[src/rtl/spi_slave_pkg.sv]
// Shared constants and types for the SPI responder: status word layout,
// command bits, default fill byte and FSM state encoding.
package spi_slave_pkg;

  localparam int RXF     = 15;
  localparam int OVR     = 14;
  localparam int SEL     = 13;
  localparam int TXE     = 8;
  localparam int CMD_ACK = 15;

  localparam logic [7:0] FILL_DEFAULT = 8'hFF;

  typedef enum logic {
    ST_IDLE   = 1'b0,
    ST_ACTIVE = 1'b1
  } state_t;

endpackage

[src/rtl/spi_slave_sync.sv]
// Multi-flop synchronizer for an asynchronous pin, with a history flop that
// turns the synchronized level into single-cycle rise/fall strobes.
module spi_sync #(
  parameter int   SYNC_STAGES = 2,
  parameter logic RST_VAL     = 1'b0
) (
  input  logic clk,
  input  logic rst_n,
  input  logic din,
  output logic level,
  output logic rise,
  output logic fall
);

  logic [SYNC_STAGES-1:0] stage_reg;
  logic                   hist_reg;

  always_ff @(posedge clk or negedge rst_n) begin
    if (!rst_n) begin
      stage_reg <= {SYNC_STAGES{RST_VAL}};
      hist_reg  <= RST_VAL;
    end else begin
      stage_reg[0] <= din;
      for (int i = 1; i < SYNC_STAGES; i++) begin
        stage_reg[i] <= stage_reg[i-1];
      end
      hist_reg <= stage_reg[SYNC_STAGES-1];
    end
  end

  assign level = stage_reg[SYNC_STAGES-1];
  assign rise  = level & ~hist_reg;
  assign fall  = ~level & hist_reg;

endmodule

[src/rtl/spi_slave.sv]
// Mode-0 SPI responder with a CPU load/in/out word interface. SPI pins are
// oversampled in the clk domain; all state lives here except the synchronizers.
module spi_slave
  import spi_slave_pkg::*;
#(
  parameter logic [7:0] FILL        = FILL_DEFAULT,
  parameter int         SYNC_STAGES = 2
) (
  input  logic        clk,
  input  logic        rst_n,
  input  logic        load,
  input  logic [15:0] in,
  output logic [15:0] out,
  input  logic        CSX,
  input  logic        SCK,
  input  logic        SDI,
  output logic        SDO
);

  logic csx_s, csx_rise, csx_fall;
  logic sck_s, sck_rise, sck_fall;
  logic sdi_s, sdi_rise, sdi_fall;

  spi_sync #(.SYNC_STAGES(SYNC_STAGES), .RST_VAL(1'b1)) u_sync_csx (
    .clk(clk), .rst_n(rst_n), .din(CSX), .level(csx_s), .rise(csx_rise), .fall(csx_fall)
  );
  spi_sync #(.SYNC_STAGES(SYNC_STAGES), .RST_VAL(1'b0)) u_sync_sck (
    .clk(clk), .rst_n(rst_n), .din(SCK), .level(sck_s), .rise(sck_rise), .fall(sck_fall)
  );
  spi_sync #(.SYNC_STAGES(SYNC_STAGES), .RST_VAL(1'b0)) u_sync_sdi (
    .clk(clk), .rst_n(rst_n), .din(SDI), .level(sdi_s), .rise(sdi_rise), .fall(sdi_fall)
  );

  logic unused_sigs;
  assign unused_sigs = ^{sck_s, sdi_rise, sdi_fall, in[14:8]};

  state_t     state_reg, state_next;
  logic [7:0] shift_reg;
  logic [2:0] bitcnt_reg;
  logic       armed_reg;
  logic       smp_reg;
  logic [7:0] rx_data_reg;
  logic       rx_full_reg;
  logic       overrun_reg;
  logic [7:0] tx_buf_reg;
  logic       tx_empty_reg;

  logic sel, reload, bit_rise, bit_fall, byte_done;
  logic tx_write, ack, rx_full_acked, overrun_acked;

  assign sel = ~csx_s;

  always_ff @(posedge clk or negedge rst_n) begin
    if (!rst_n) state_reg <= ST_IDLE;
    else        state_reg <= state_next;
  end

  always_comb begin
    state_next = state_reg;
    case (state_reg)
      ST_IDLE:   if (csx_fall) state_next = ST_ACTIVE;
      ST_ACTIVE: if (csx_rise) state_next = ST_IDLE;
      default:   state_next = ST_IDLE;
    endcase
  end

  // A deselect in the same cycle as an SCK edge suppresses that edge entirely.
  always_comb begin
    reload   = 1'b0;
    bit_rise = 1'b0;
    bit_fall = 1'b0;
    case (state_reg)
      ST_IDLE:   reload = csx_fall;
      ST_ACTIVE: begin
        if (!csx_rise) begin
          bit_rise = sck_rise;
          bit_fall = sck_fall;
          reload   = sck_fall & armed_reg;
        end
      end
      default: ;
    endcase
  end

  assign byte_done     = bit_rise & (bitcnt_reg == 3'd7);
  assign tx_write      = load & ~in[CMD_ACK];
  assign ack           = load & in[CMD_ACK];
  assign rx_full_acked = rx_full_reg & ~ack;
  assign overrun_acked = overrun_reg & ~ack;

  always_ff @(posedge clk or negedge rst_n) begin
    if (!rst_n) begin
      shift_reg    <= FILL;
      bitcnt_reg   <= 3'd0;
      armed_reg    <= 1'b0;
      smp_reg      <= 1'b0;
      rx_data_reg  <= 8'h00;
      rx_full_reg  <= 1'b0;
      overrun_reg  <= 1'b0;
      tx_buf_reg   <= 8'h00;
      tx_empty_reg <= 1'b1;
    end else begin
      if (csx_rise || (state_reg == ST_IDLE && csx_fall)) begin
        bitcnt_reg <= 3'd0;
        armed_reg  <= 1'b0;
      end else if (bit_rise) begin
        smp_reg <= sdi_s;
        if (byte_done) begin
          bitcnt_reg  <= 3'd0;
          armed_reg   <= 1'b1;
          rx_data_reg <= {shift_reg[6:0], sdi_s};
        end else begin
          bitcnt_reg <= bitcnt_reg + 3'd1;
        end
      end else if (bit_fall) begin
        armed_reg <= 1'b0;
      end

      if (reload)        shift_reg <= tx_empty_reg ? FILL : tx_buf_reg;
      else if (bit_fall) shift_reg <= {shift_reg[6:0], smp_reg};

      // A CPU write lands after a same-cycle reload, so the new byte waits.
      if (tx_write) begin
        tx_buf_reg   <= in[7:0];
        tx_empty_reg <= 1'b0;
      end else if (reload) begin
        tx_empty_reg <= 1'b1;
      end

      rx_full_reg <= rx_full_acked | byte_done;
      overrun_reg <= overrun_acked | (byte_done & rx_full_acked);
    end
  end

  always_comb begin
    out      = 16'h0000;
    out[RXF] = rx_full_reg;
    out[OVR] = overrun_reg;
    out[SEL] = sel;
    out[TXE] = tx_empty_reg;
    out[7:0] = rx_data_reg;
  end

  assign SDO = sel & shift_reg[7];

endmodule

[config.mk]
export PLATFORM = sky130hd
export DESIGN_NAME = spi_slave
export DESIGN_NICKNAME = d
export VERILOG_FILES = /design/src/rtl/spi_slave_pkg.sv /design/src/rtl/spi_slave_sync.sv /design/src/rtl/spi_slave.sv
export SDC_FILE = /design/constraint.sdc
export NUM_CORES = 1
export LEC_CHECK = 0
export BUFFER_PORTS_ARGS = -buffer_cell sky130_fd_sc_hd__buf_2
export CORE_ASPECT_RATIO = 1.5
export CORE_MARGIN = 4
export CORE_UTILIZATION = 52
export DETAILED_ROUTE_END_ITERATION = 10
export PLACE_DENSITY = 0.76
export SETUP_SLACK_MARGIN = 0.3
export SLEW_MARGIN = 20
export SYNTH_ARGS = -nofsm -noshare
export SYNTH_HDL_FRONTEND = slang
export SYNTH_SLANG_ARGS = --single-unit
[constraint.sdc]
create_clock -name clk -period 3.7 [get_ports clk]
set_clock_uncertainty 0.2 [all_clocks]
set_input_delay 0.185 -clock clk [delete_from_list [all_inputs] [get_ports clk]]
set_output_delay 0.185 -clock clk [all_outputs]
set_load 0.03 [all_outputs]
==> results.sh <==
export IMPL_slew_violations=0
export IMPL_vdd_drop_max_v=0.0003449
export IMPL_grt_pass1_vias=1319
export IMPL_post_route_min_period_ns=2.107
export IMPL_insertedDiodeCount=0
export IMPL_cts_tree="yes"
export IMPL_drt_total_wl_mm=3.429
export IMPL_syn_area_per_cell_sq_um=12.22
export IMPL_clk_path_buf_depth=2
export IMPL_clock_sinks=41
export IMPL_p_clk_frac=0.284
export IMPL_power_frac_seq=0.578
export IMPL_crit_type="flip-flop to flip-flop"
export IMPL_gp_congestion=0.8307
export IMPL_crit_buf_inv=0
export IMPL_cpLargestDelayFamily="simple AND/OR/NAND/NOR gates"
export IMPL_dpl_cell_area_sq_mm=0.001939
export IMPL_ys_seq_area_frac=0.5641
export IMPL_grt_util_all_layers=0.1737
export IMPL_yosysWarnings=0
export IMPL_setup_viol=0
export IMPL_worstHoldStart="in[15]"
export IMPL_postRouteAntennaNets=0
export IMPL_ios=39
export IMPL_grt_max_degree=42
export IMPL_die_h_um=80.97
export IMPL_rr_startpoint="u_sync_csx.stage_reg[1]$_DFF_PN1_"
export IMPL_area_growth_pct=17.02
export IMPL_netlist_area_sq_mm=0.001846
export IMPL_cp_slowest_cell="nor2b_1"
export IMPL_core_sq_mm=0.003416
export IMPL_p_leak_uw=0.001011
export IMPL_rr_worst_depth=3
export IMPL_finalCritPeriodShare=0.5693
export IMPL_die_x_um=56.64
export IMPL_overflow=0
export IMPL_crit_fanout=12
export IMPL_drc_errors=0
export IMPL_grt_pass1_wl_mm=6.216
export IMPL_drt_initial_drc_count=33
export IMPL_timing_setup_tns_ns=0
export IMPL_drive_gt1_frac=0.3011
export IMPL_ys_top_cells_by_area="dfrtp_1, dfstp_2, mux2_4"
export IMPL_fin_area_sq_mm=0.002160
export IMPL_clkSlewWorstSetupHoldPaths_ns=0.07
export IMPL_whs_path_depth=4
export IMPL_hold_viol_final=0
export IMPL_dp_hpwl_mm=2.381
export IMPL_cp_required_ns=3.67
export IMPL_synth_top_area_share=0.3932
export IMPL_max_slew_margin_rel=0.4161
export IMPL_end_kind="flip-flop"
export IMPL_cts_buffers=5
export IMPL_drv_cap=0
export IMPL_synth_async_reset_ratio=1.000
export IMPL_dr_pass1_iters=4
export IMPL_finalPower_uw=961.1
export IMPL_power_per_cell_area_mw_per_mm2=445.0
export IMPL_ys_types=32
export IMPL_initial_core_util=0.5403
export IMPL_wl_per_cell_um=15.04
export IMPL_fmax_mhz=474.7
export IMPL_insertion_delay_ns=0.29
export IMPL_io_buffers=27
export IMPL_synth_top_area_cell="dfrtp_1"
export IMPL_die_area_sq_mm=0.004586
export IMPL_comb_power_share=0.138
export IMPL_critical_path_cell_chain="nor2b_1, nor2_1, mux2_1"
export IMPL_post_cts_resized=0
export IMPL_intPower_uw=714.1
export IMPL_vias=1261
export IMPL_h_tree_depth=2
export IMPL_rows=26
export IMPL_syn_instance_count=151
export IMPL_yosys_most_used_dff="dfrtp_1"
export IMPL_ys_seq_elements=41
export IMPL_r2r_slack_ns=1.59
export IMPL_synth_edf_count=0
export IMPL_antenna_found_initial=0
export IMPL_tightest_slew_ns=0.8759
export IMPL_cp_slowest_stage_delay_ns=0.67
export IMPL_switching_share=0.2569
export IMPL_status="completed"
export IMPL_startpoint_type="flip-flop"
export IMPL_nets=209
export IMPL_rsz0062_at_grt="false"
export IMPL_vias_per_cell=5.531
export IMPL_switchingPower_uw=246.9
export IMPL_worstReg2RegEnd="smp_reg$_DFFE_PN0P_"
export IMPL_cts_root_buf="clkbuf_8"
export IMPL_critPathArrivalTime_ns=2.08
export IMPL_holdPathEnd="rx_full_reg$_DFF_PN0_"
export IMPL_min_path_type="input pin to flip-flop"
-- what timing repair did --
action,CTS,global route
endpoints found under the hold margin,41,0
buffers inserted,0,0
hold buffers,14,0
-- stage by stage --
stage | worst slack, ns | std cells | util | hold slack, ns
4_1_cts | 1.618 | 228 | 0.6322 | 0.01563
5_1_grt | 1.450 | 228 | 0.6322 | 0.05914
6_report | 1.593 | 228 | 0.6322 | 0.04281
3_5_place_dp | 1.628 | 206 | 0.5678 | 0.09185
3_3_place_gp | 1.667 | 206 | 0.5678 | 0.09106
2_1_floorplan | 2.096 | 154 | - | -0.3106
-- cell usage in the layout (no fill, tap or decap), drive strengths merged, types with 4 or more instances in the layout --
cell,instances
conb,4
nor2,11
dfrtp,29
dfstp,12
buf,27
mux2,18
o21ai,18
o31ai,8
nand2,4
a22o,10
clkbuf,8
nor2b,4
dlygate4sd3,14
-- synth_stat cells (3+ instances only) --
cell / n
buf_4: 8
buf_2: 3
o21ai_1: 10
mux2_1: 9
nor2b_1: 4
nor2_1: 11
o31ai_1: 8
a22o_1: 10
o21ai_0: 8
mux2_4: 7
clkbuf_1: 4
dfrtp_1: 29
dfstp_2: 12
nand2_1: 4
-- layer usage --
layer | up-vias | routed length (um) | track usage
met4 | 0 | 72 | 0.06651
met3 | 6 | 180 | 0.04293
met5 | - | 0 | 0
met2 | 40 | 1835 | 0.3079
li1 | 594 | - | -
met1 | 621 | 1341 | 0.2004
-- tightest hold or removal path, cell delays in order --
cell     delay (ns)
buf_2          0.10
nand2_1        0.06
nand2_1        0.09
nand2_1        0.05
-- power by group through the flow --
stage | Combinational [uW] | Clock, uW | Sequential [uW]
floorplan | 103 | 0 | 544
global placement | 116 | 0 | 558
detailed placement | 122 | 0 | 563
CTS | 134 | 282 | 555
global route | 149 | 297 | 563
finish | 133 | 272 | 556
-- worst max path at each step --
stage	from	end	slack [ns]	cells past startpoint
final	u_sync_csx.stage_reg[1]$_DFF_PN1_	smp_reg$_DFFE_PN0P_	1.59	3
after global placement	u_sync_csx.stage_reg[1]$_DFF_PN1_	smp_reg$_DFFE_PN0P_	1.67	3
after CTS	u_sync_csx.stage_reg[1]$_DFF_PN1_	bitcnt_reg[0]$_DFFE_PN0P_	1.62	3
after detailed placement	u_sync_csx.stage_reg[1]$_DFF_PN1_	bitcnt_reg[0]$_DFFE_PN0P_	1.63	3
after global routing	u_sync_csx.stage_reg[1]$_DFF_PN1_	smp_reg$_DFFE_PN0P_	1.45	3
after floorplan	bitcnt_reg[0]$_DFFE_PN0P_	rx_data_reg[1]$_DFFE_PN0P_	2.10	5
-- kinds of logic (layout without fill, tap and decap cells) --
logic type / after synthesis / in the layout / synth area share
AO/OA/AOI/OAI: 40 / 40 / 0.1451
adder cells (fa/ha/maj): 2 / 2 / 0.01356
buffers and inverters: 18 / 50 / 0.05898
flip-flops: 41 / 41 / 0.5641
multiplexers: 18 / 18 / 0.1241
other: 1 / 4 / 0.002032
AND/OR/NAND/NOR: 31 / 31 / 0.09220
-- area by class of cell --
cell class / count / area (sq um)
Fill cell: 276 / 1256
Sequential cell: 41 / 1041
Multi-Input combinational cell: 95 / 706.9
Timing Repair Buffer: 41 / 275.3
Clock buffer: 8 / 80.08
Tap cell: 42 / 52.55
Inverter: 1 / 3.754
(Power assumes the default switching activity.)
